$ cat src/rtl/i_buf_ds_filter.sv
// Differential input receiver with per-channel synchroniser, deglitch filter and keeper.
// Optional loss-of-signal detection is built when I_BUF_DS_FILTER_LOS_EN is defined.
module i_buf_ds_filter #(
    parameter int unsigned WIDTH        = 4,
    parameter string       WEAK_KEEPER  = "NONE",
    parameter int unsigned FILTER_DEPTH = 3,
    parameter int unsigned LOS_CYCLES   = 16
) (
    input  logic             CLK,
    input  logic             RST,
    input  logic [WIDTH-1:0] I_P,
    input  logic [WIDTH-1:0] I_N,
    input  logic [WIDTH-1:0] EN,
    output logic [WIDTH-1:0] O,
    output logic [WIDTH-1:0] EDGE,
    output logic [WIDTH-1:0] LOS
);

    localparam bit               KEEP_UP    = (WEAK_KEEPER == "PULLUP");
    localparam bit               KEEP_DN    = (WEAK_KEEPER == "PULLDOWN");
    localparam bit               KEEP_DRIVE = KEEP_UP || KEEP_DN;
    localparam logic [WIDTH-1:0] RST_VAL    = KEEP_UP ? {WIDTH{1'b1}} : {WIDTH{1'b0}};
    localparam logic [3:0]       CNT_LAST   = 4'(FILTER_DEPTH - 1);

    if (WIDTH < 1 || WIDTH > 32) begin : g_bad_width
        $error("WIDTH=%0d illegal: legal values are 1..32", WIDTH);
    end
    if (FILTER_DEPTH < 1 || FILTER_DEPTH > 15) begin : g_bad_depth
        $error("FILTER_DEPTH=%0d illegal: legal values are 1..15", FILTER_DEPTH);
    end
    if (LOS_CYCLES < 2 || LOS_CYCLES > 255) begin : g_bad_los
        $error("LOS_CYCLES=%0d illegal: legal values are 2..255", LOS_CYCLES);
    end
    if (!(WEAK_KEEPER == "NONE" || KEEP_UP || KEEP_DN)) begin : g_bad_keeper
        $error("WEAK_KEEPER illegal: legal values are \"NONE\", \"PULLUP\", \"PULLDOWN\"");
    end

    logic             r_run;
    logic [WIDTH-1:0] r_hold;
    logic [WIDTH-1:0] r_raw_s1, r_raw_s2;
    logic [WIDTH-1:0] r_en_s1, r_en_s2;
    logic [WIDTH-1:0] r_o, r_edge;
    logic [3:0]       r_flt_cnt [WIDTH];
    logic [WIDTH-1:0] w_raw;

    // Invalid (P==N) samples and keeper-less disables fall back to the last resolved value.
    always_comb begin
        w_raw = r_hold;
        for (int i = 0; i < WIDTH; i++) begin
            if (EN[i]) begin
                if (I_P[i] != I_N[i]) w_raw[i] = I_P[i];
            end else if (KEEP_DRIVE) begin
                w_raw[i] = KEEP_UP;
            end
        end
    end

    always_ff @(posedge CLK or negedge RST) begin
        if (!RST) r_run <= 1'b0;
        else      r_run <= 1'b1;
    end

    always_ff @(posedge CLK or negedge RST) begin
        if (!RST) begin
            r_hold   <= RST_VAL;
            r_raw_s1 <= RST_VAL;
            r_raw_s2 <= RST_VAL;
            r_en_s1  <= '0;
            r_en_s2  <= '0;
        end else if (r_run) begin
            r_hold   <= w_raw;
            r_raw_s1 <= w_raw;
            r_raw_s2 <= r_raw_s1;
            r_en_s1  <= EN;
            r_en_s2  <= r_en_s1;
        end
    end

    always_ff @(posedge CLK or negedge RST) begin
        if (!RST) begin
            r_o    <= RST_VAL;
            r_edge <= '0;
            for (int i = 0; i < WIDTH; i++) r_flt_cnt[i] <= '0;
        end else if (r_run) begin
            for (int i = 0; i < WIDTH; i++) begin
                r_edge[i] <= 1'b0;
                if (!r_en_s2[i]) begin
                    r_flt_cnt[i] <= '0;
                    if (KEEP_DRIVE && (r_o[i] != KEEP_UP)) begin
                        r_o[i]    <= KEEP_UP;
                        r_edge[i] <= 1'b1;
                    end
                end else if (r_raw_s2[i] != r_o[i]) begin
                    if (r_flt_cnt[i] == CNT_LAST) begin
                        r_o[i]       <= ~r_o[i];
                        r_edge[i]    <= 1'b1;
                        r_flt_cnt[i] <= '0;
                    end else begin
                        r_flt_cnt[i] <= r_flt_cnt[i] + 4'd1;
                    end
                end else begin
                    r_flt_cnt[i] <= '0;
                end
            end
        end
    end

    assign O    = r_o;
    assign EDGE = r_edge;

`ifdef I_BUF_DS_FILTER_LOS_EN
    localparam logic [7:0] LOS_MAX = 8'(LOS_CYCLES);

    logic [WIDTH-1:0] w_inv;
    logic [WIDTH-1:0] r_inv_s1, r_inv_s2;
    logic [7:0]       r_los_cnt [WIDTH];
    logic [WIDTH-1:0] w_los;

    assign w_inv = EN & ~(I_P ^ I_N);

    always_ff @(posedge CLK or negedge RST) begin
        if (!RST) begin
            r_inv_s1 <= '0;
            r_inv_s2 <= '0;
            for (int i = 0; i < WIDTH; i++) r_los_cnt[i] <= '0;
        end else if (r_run) begin
            r_inv_s1 <= w_inv;
            r_inv_s2 <= r_inv_s1;
            for (int i = 0; i < WIDTH; i++) begin
                if (!r_en_s2[i] || !r_inv_s2[i]) r_los_cnt[i] <= '0;
                else if (r_los_cnt[i] != LOS_MAX) r_los_cnt[i] <= r_los_cnt[i] + 8'd1;
            end
        end
    end

    always_comb begin
        w_los = '0;
        for (int i = 0; i < WIDTH; i++) w_los[i] = (r_los_cnt[i] == LOS_MAX);
    end

    assign LOS = w_los;
`else
    assign LOS = '0;
`endif

endmodule
$ cat config.mk
export PLATFORM = sky130hd
export DESIGN_NAME = i_buf_ds_filter
export DESIGN_NICKNAME = d
export VERILOG_FILES = /design/src/rtl/i_buf_ds_filter.sv
export SDC_FILE = /design/constraint.sdc
export NUM_CORES = 1
export LEC_CHECK = 0
export ABC_AREA = 1
export CAP_MARGIN = 5
export CORE_UTILIZATION = 59
export CTS_CLUSTER_SIZE = 16
export DETAILED_ROUTE_END_ITERATION = 10
export HOLD_SLACK_MARGIN = 0.05
export PLACE_DENSITY = 0.89
export SLEW_MARGIN = 40
export SYNTH_ARGS = -nofsm -noshare
export SYNTH_HDL_FRONTEND = slang
export SYNTH_SLANG_ARGS = --single-unit
export TNS_END_PERCENT = 5
$ cat constraint.sdc
create_clock -name CLK -period 2.4 [get_ports CLK]
set_clock_uncertainty 0.05 [all_clocks]
set_input_delay 0.24 -clock CLK [delete_from_list [all_inputs] [get_ports CLK]]
set_output_delay 0.24 -clock CLK [all_outputs]
set_load 0.01 [all_outputs]
==> Word-level counts from Yosys, hierarchy flattened <==
Cells that the tools add are included.
{ "totals": {"latch_bits": 0, "out_inout_bits": 12, "inputBits": 14, "reg_bits": 41, "romBits": 0, "ramBits": 0, "mem_count": 0} }
{ "classes": {"muxes": 32, "div": 0, "reduce_logical": 8, "multipliers": 0, "shift": 0, "n_bitwise": 4, "order_cmp": 0, "n_eq_ne": 12, "n_addsub": 4} }
{ "ops": {"columns": ["op", "n"], "rows": [
  ["4-bit two-way mux", 12],
  ["1-bit two-way mux", 20],
  ["4-bit by 1-bit adder with 4-bit output, second input constant", 4],
  ["4-bit by 2-bit == test with 1-bit output, second input constant", 4],
  ["4-bit AND reduction", 4],
  ["3-bit AND reduction", 4],
  ["1-bit inequality test", 8],
  ["1-bit NOT", 4]
]} }

==> Longest topological paths before layout <==
Gate-level depths: netlist of run 1.
{ "logic_depth": {"word_depth": 4, "mapped_depth": 7, "depth_no_buf": 7} }

==> Least setup slack after synthesis of run 1 <==
Ideal clock, no wire load.
{ "synth_path": {"kind": "flip-flop to flip-flop", "from": "register r_flt_cnt[12] in the netlist's numbering", "to": "register r_o[0], in the netlist O[0]", "setup_ns": 0.117, "t_arrival_ns": 0.946, "stages_incl_launch_ff": 8, "setup_slack_ns": 1.287, "t_required_ns": 2.233, "path_buffers": 0, "synth_period_minus_slack_ns": 1.113, "path_cell_list": "dfrtp_1 inv_1 ha_1 nand2_1 inv_1 nand3_1 nand2_1 nand2_1"} }
{ "synth_via": {"elab_chain_len": 2} }
{ "synth_rtl": {"columns": ["item", "line_no", "text"], "rows": [
  ["start: declaration", "43", "logic [3:0] r_flt_cnt [WIDTH];"],
  ["start signal: indexed assignment", "99", "r_flt_cnt[i] <= r_flt_cnt[i] + 4'd1;"],
  ["4-bit by 2-bit == test with 1-bit output", "94", "if (r_flt_cnt[i] == CNT_LAST) begin"],
  ["4-bit AND reduction (no line)", null, null],
  ["end signal: indexed assignment", "95", "r_o[i] <= ~r_o[i];"],
  ["end: declaration", "42", "logic [WIDTH-1:0] r_o, r_edge;"]
]} }
No other way between the ends.
A chain may end at the register's enable or synchronous reset.

==> Worst setup path after layout of run 1 <==
{ "layout_path": {"from": "register r_o[0], in the netlist O[0]", "to": "output port O[0]"} }
{ "layout_rtl": {"columns": ["item", "line_no", "text"], "rows": [
  ["end: declaration", "14", "output logic [WIDTH-1:0] O,"]
]} }
No word-level cell between the ends.

==> reports/metrics.cfg, run 1 <==
[synth]
synth_compound_area_share_pct = 8.98
synth_edf_count = 0
synth_area_leaders = dfrtp_1 50%, nand2_1 14%, o21ai_2 5.1%
ys_seq_area_share_pct = 49.8
muxShareOfSynthArea_pct = 0
synthXorXnorAreaFrac_pct = 1.70
yosysUniqueCellTypes = 21
synth_top_flop_cell = dfrtp_1
avgSynthCellArea_um2 = 9.04
ys_ff_latch = 41
synth_top_family_by_area = simple AND/OR/NAND/NOR gates
synthArstFlopShare_pct = 100
yosys.area.top_type_share_pct = 49.8
synth_cells = 228
yosysTopAreaCell = dfrtp_1
synth_area_mm2 = 0.00206
yosysWarnings = 0
synth-simple-area-share_pct = 27.8
synthAdderAreaFrac_pct = 4.85

[setup_path]
ff2ff_setup_slack_ns = 0.86
crit_family = buffers and inverters
crit_slowest_cell = clkdlybuf4s50_1
r2r_start = r_run$_DFF_PN0_
crit_chain = clkdlybuf4s50_1
startpoint_type = flop
critPathKind = flop to output port
critPathLaunch = O[0]$_DFFE_PN0P_
path_max_fanout = 5
worstPathArrival_ns = 1.35
cp_slowest_stage_delay_ns = 0.57
end_kind = output port
path_buf_inv = 1
crit_required_ns = 2.11

[die]
die_area_mm2 = 0.00374
die_w_um = 61.1
core-area_mm2 = 0.00334
die_h_um = 61.1
initial_core_util_pct = 61.8
io_pins = 26
core.rowCount = 21

[timing]
fin_crit_sh_pct = 68.5
period_minus_slack_ns = 1.64
relSlewSlack_pct = 59.4
setup-tns-final_ns = 0
drv_slew = 0
finalSetupViolCount = 0
report.final.hold_viol_count = 0
rsz0062_at_grt = no
fmax_mhz = 608
worst-slew-pin-transition_ns = 0.609

[drt]
post_drt_wl_per_cell_um = 11.0
dr.pass1.iters = 4
drc = 0
vias_per_cell = 4.98
wl_um = 3290
drt-initial-drc-count = 44
antenna_left = 0
dr_total_vias = 1483

[cts]
cts-root-buf = clkbuf_4
cts_made_buffers = 5
h-tree-depth = 2
clk_latency_ns = 0.34
ctsResizeCount = 0
clk_path_buf_depth = 2
cts_sinks = 41
cts_tree = done
path_clk_slew_ns = 0.11

[grt]
grt_pass1_wl_um = 5560
grt_pass1_vias = 1294
grt_usage_pct = 21.3
grt.overflow.total = 0
grt_antenna_before_repair = 0
grt_max_degree = 42

[power_and_ir_drop]
p_leak_nw = 1.11
swShare_pct = 26.2
p_total_mw = 1.46
vdd_ir_drop_max_v = 0.000475
pwr-share-clk_pct = 31.8
p_seq_share_pct = 55.2
power.switching_mw = 0.381
p_int_mw = 1.08
p_per_area_mw_per_mm2 = 616
pwr-share-comb_pct = 12.9

[cells_and_area]
drive_gt1_share_pct = 13.9
nets = 273
n_antenna_cell = 0
n_fill_cell = 270
post-route-util_pct = 70.9
area_growth_pct = 14.7

[placement]
post-dp-hpwl_um = 2400
routabilityCongestion = 0.710
port_buffers = 21

[flow_run]
cap_violations = 0

[status]
outcome = completed

[hold_path]
worstHoldPathType = input port to asynchronous set/reset pin

==> cell families after synthesis <==
kind of cell,Yosys count
other cells,2
buf+inv,27
simple gates,120
xor+xnor,4
fa+ha+maj,8
compound gates,26
flops,41
==> synthesized netlist by cell type, types with 6 or more instances <==
cell     count
nand2_1     78
dfrtp_1     41
inv_1       17
nor2_1      12
o21ai_2     12
ha_1         8
nand3_1      8
nand4_1      8
nand2_2      6
o21ai_1      6
==> worst register-to-register path: cells and delay by family, from the launching register on <==
family                 cells  cell delay [ns]
buffers and inverters      1             0.39
and+or+nand+nor            1             0.15
AOI/OAI and AO/OA          1             0.08
DFF                        1             0.75
==> metal layers <==
layer	up-vias	wire, um	GRT usage [%]
met3	4	121	5.04
met1	686	1530	27.2
met5	-	0	0
met2	27	1580	33.2
met4	0	58	12.7
li1	766	-	-
==> flip-flops by register name, summed over array words and instances, names as in the netlist <==
signal	cells
r_run	1
r_raw_s2	4
r_en_s2	4
r_en_s1	4
O	4
EDGE	4
r_raw_s1	4
r_flt_cnt	16
==> repair_timing <==
| item | 4_1_cts | 5_1_grt |
|---|---|---|
| hold endpoints to repair | 41 | 0 |
| buffers inserted | 0 | 0 |
| hold buffers | 1 | 0 |
==> final cells by class <==
cell class	count	area, um^2	area share [%]
multi-input combinational	163	912	38.6
clock inverter	1	30.0	1.27
inverter	18	67.6	2.86
timing repair buffer	22	218	9.20
tap	46	57.6	2.43
sequential	41	1030	43.4
clock buffer	7	55.1	2.33
==> power by group through the flow <==
stage,clock network (mW),logic (mW),registers (mW)
after floorplan,0,0.133,0.807
after global placement,0,0.181,0.816
after global routing,0.510,0.219,0.816
final,0.464,0.189,0.806
after CTS,0.475,0.193,0.806
after detailed placement,0,0.192,0.820
==> path summary, 6_finish.rpt <==
path	end	cells after the start
hold reg to reg	r_en_s1[3]$_DFFE_PN0P_	2
min in group CLK	r_raw_s1[3]$_DFFE_PN0P_	2
max in group asynchronous	O[1]$_DFFE_PN0P_	2
setup / recovery	O[0]	1
hold / removal	r_flt_cnt[4]$_DFFE_PN0P_	2
setup reg to reg	r_en_s2[0]$_DFFE_PN0P_	3
==> metrics by stage <==
step                      hold slack (ns)  area [um^2]  std cells  setup slack (ns)
after CTS                           0.349         2370        298             0.739
after detailed placement            0.195         2270        289             0.850
after global placement              0.362         2270        289             0.934
after global routing                0.385         2370        298             0.681
after floorplan                    -0.106         2070        231              1.29
final                               0.352         2370        298             0.756
==> placed cells by master, fill, tap and decap left out, types with 3 or more instances in the layout <==
master           netlist  final
clkdlybuf4s50_1        0     20
conb_1                 2      5
nand3_4                3      3
clkbuf_4               0      5
nand2_2                6      6
o21ai_1                6      6
xnor2_1                4      4
nand3_1                8      8
o31ai_1                4      4
o21ai_2               12     12
nor2_1                12     12
o21ai_0                4      4
ha_1                   8      8
nand4_1                8      8
dfrtp_1               41     41
nand2_1               78     78
inv_1                 17     17
nor2_4                 4      4
Power figures use the tool's default switching activity.
==> run 2: changes to the inputs <==
- CORE_UTILIZATION: 59 -> 55
- PLACE_DENSITY: 0.89 -> 0.84
- clock period: 2.4 -> 1.6 ns (I/O delays scaled with it)
==> run 2 against run 1 <==
  * Sequential cell count unchanged
  * Non-clock buffer count rose by 4
  * Sequential power increased by 50%
  * Combinational power rose by 56%
  * Routed wire length decreased by 0.33%
  * Core utilization down 0.63 points
  * Sequential share of layout area fell by 1.3 points
  * Die area grew 7.0%
  * Cell count grew 1.3%
  * Count of clock-buffer cells in the layout did not move
  * Largest power group unchanged
==> reports/metrics.cfg, run 2 (synthesis results as in run 1) <==
[cts]
cts_sinks = 41  ; unchanged
clk_latency_ns = 0.29  ; -0.05 ns
postCtsSetupRepairBufs = 0  ; unchanged
clk_path_buf_depth = 2  ; unchanged
cts-root-buf = clkbuf_8
cts_tree = done
path_clk_slew_ns = 0.08  ; -0.03 ns
h-tree-depth = 2  ; unchanged
cts_made_buffers = 5  ; unchanged

[cells_and_area]
final_common_cell = nand2_1
n_fill_cell = 258  ; -4.4%
regMostFlops = r_flt_cnt
n_antenna_cell = 0  ; unchanged
area_growth_pct = 18.2
design_area_mm2 = 0.00244  ; +3.0%
post-route-util_pct = 70.3  ; -0.63 points
nets = 277  ; +1.5%
area.sequential_mm2 = 0.00103  ; unchanged
drive_gt1_share_pct = 15.2  ; +1.3 points
largest_reg_flops = 16  ; unchanged
multiInputGateArea_um2 = 912  ; unchanged
mostFrequentLayoutCells = 78 x nand2_1, 41 x dfrtp_1, 20 x clkdlybuf4s50_1, 17 x inv_1

[setup_path]
crit_required_ns = 1.39  ; -0.72 ns
worstPathArrival_ns = 1.27  ; -0.08 ns
cp-endpoint = O[2]
crit_family = buffers and inverters
crit_chain = clkdlybuf4s50_1
r2r_start = r_run$_DFF_PN0_
rr_endpoint = r_flt_cnt[0]$_DFFE_PN0P_
crit_slowest_cell = clkdlybuf4s50_1
end_kind = output port
critPathKind = flop to output port
crit_cells = 1  ; unchanged
startpoint_type = flop
rr_worst_depth = 4  ; +1
cp_slowest_stage_delay_ns = 0.56  ; about the same
path_max_fanout = 5  ; unchanged
critPathLaunch = O[2]$_DFFE_PN0P_
ff2ff_setup_slack_ns = 0.22  ; -0.64 ns
path_buf_inv = 1  ; unchanged

[drt]
post_drt_wl_per_cell_um = 10.9  ; -1.7%
vias_per_cell = 4.99  ; +0.34%
drc = 0  ; unchanged
drt-initial-drc-count = 69  ; +57%
wl_um = 3280  ; -0.33%
dr.pass1.iters = 4  ; unchanged
dr_total_vias = 1508  ; +1.7%
antenna_left = 0  ; unchanged

[placement]
placed_area_mm2 = 0.00231  ; +1.8%
pre_cts_slack_ns = 0.227  ; -0.623 ns
port_buffers = 21  ; unchanged
post-dp-hpwl_um = 2310  ; -3.8%
routabilityCongestion = 0.814  ; +15%

[grt]
grt_max_degree = 29  ; -31%
grt_usage_pct = 19.2  ; -2.2 points
grt_pass1_wl_um = 5780  ; +3.8%
grt_antenna_before_repair = 0  ; unchanged
grt.overflow.total = 0  ; unchanged
grt_pass1_vias = 1356  ; +4.8%

[timing]
relSlewSlack_pct = 59.8  ; +0.33 points
finalSetupViolCount = 0  ; unchanged
drv_slew = 0  ; unchanged
report.final.hold_viol_count = 0  ; unchanged
worst-slew-pin-transition_ns = 0.604  ; -0.00492 ns
setup-tns-final_ns = 0  ; unchanged
period_minus_slack_ns = 1.48
rsz0062_at_grt = no
fmax_mhz = 678
worst_slack_ns = 0.125  ; -0.631 ns
fin_crit_sh_pct = 92.2

[die]
die_area_mm2 = 0.00400  ; +7.0%
die_w_um = 63.2  ; +3.5%
core.rowCount = 21  ; unchanged
die_h_um = 63.2  ; +3.5%
io_pins = 26  ; unchanged
initial_core_util_pct = 59.5  ; -2.3 points
core-area_mm2 = 0.00347  ; +3.9%

[power_and_ir_drop]
p_seq_share_pct = 51.2  ; -4.0 points
pwr-share-comb_pct = 12.5  ; -0.4 points
p_int_mw = 1.76  ; +63%
p_leak_nw = 1.15  ; +3.2%
swShare_pct = 25.5  ; -0.63 points
pwr-share-clk_pct = 36.4  ; +4.6 points
vdd_ir_drop_max_v = 0.000626  ; +32%
p_total_mw = 2.36  ; +62%
power.switching_mw = 0.603  ; +58%
p_per_area_mw_per_mm2 = 969  ; +57%

[status]
outcome = completed

[hold_path]
worstHoldPathType = input port to asynchronous set/reset pin

[flow_run]
cap_violations = 0  ; unchanged

## run 2: timing repair
item                      in CTS  in global routing
resized for setup              0                  0
hold buffers                   1                  0
hold endpoints to repair      26                  0
## run 2: per-stage QoR
stage / std cells / hold slack (ns)
after floorplan: 231 / -0.186
after global placement: 293 / 0.156
after detailed placement: 293 / 0.158
after CTS: 302 / 0.363
after global routing: 302 / 0.362
final: 302 / 0.347
## run 2: power by group through the flow
stage,sequential [mW],clock (mW),combinational [mW]
final,1.21,0.860,0.294
after global routing,1.22,0.935,0.339
after CTS,1.21,0.877,0.300
after detailed placement,1.23,0,0.297
after global placement,1.22,0,0.287
after floorplan,1.21,0,0.200
## run 2: cell type report
class	count	area share, %
Clock inverter	1	1.23
Timing Repair Buffer	26	10.6
Tap cell	46	2.36
Clock buffer	7	3.54
Inverter	18	2.77
Sequential cell	41	42.1
Multi-Input combinational cell	163	37.4
## run 2: routing by layer
layer / wire length (um) / global-route usage [%] / up-vias
met5: 0 / 0 / -
met3: 122 / 6.52 / 6
li1: - / - / 777
met1: 1620 / 25.1 / 696
met4: 62 / 7.67 / 0
met2: 1480 / 29.2 / 29
## run 2: worst min path at each step
| stage | endpoint | slack, ns |
|---|---|---|
| after floorplan | EDGE[0]$_DFFE_PN0P_ | -0.19 |
| after global placement | r_flt_cnt[6]$_DFFE_PN0P_ | 0.16 |
| after detailed placement | r_flt_cnt[6]$_DFFE_PN0P_ | 0.16 |
| after CTS | r_raw_s1[3]$_DFFE_PN0P_ | 0.36 |
| after global routing | r_raw_s1[3]$_DFFE_PN0P_ | 0.36 |
| final | EDGE[0]$_DFFE_PN0P_ | 0.35 |
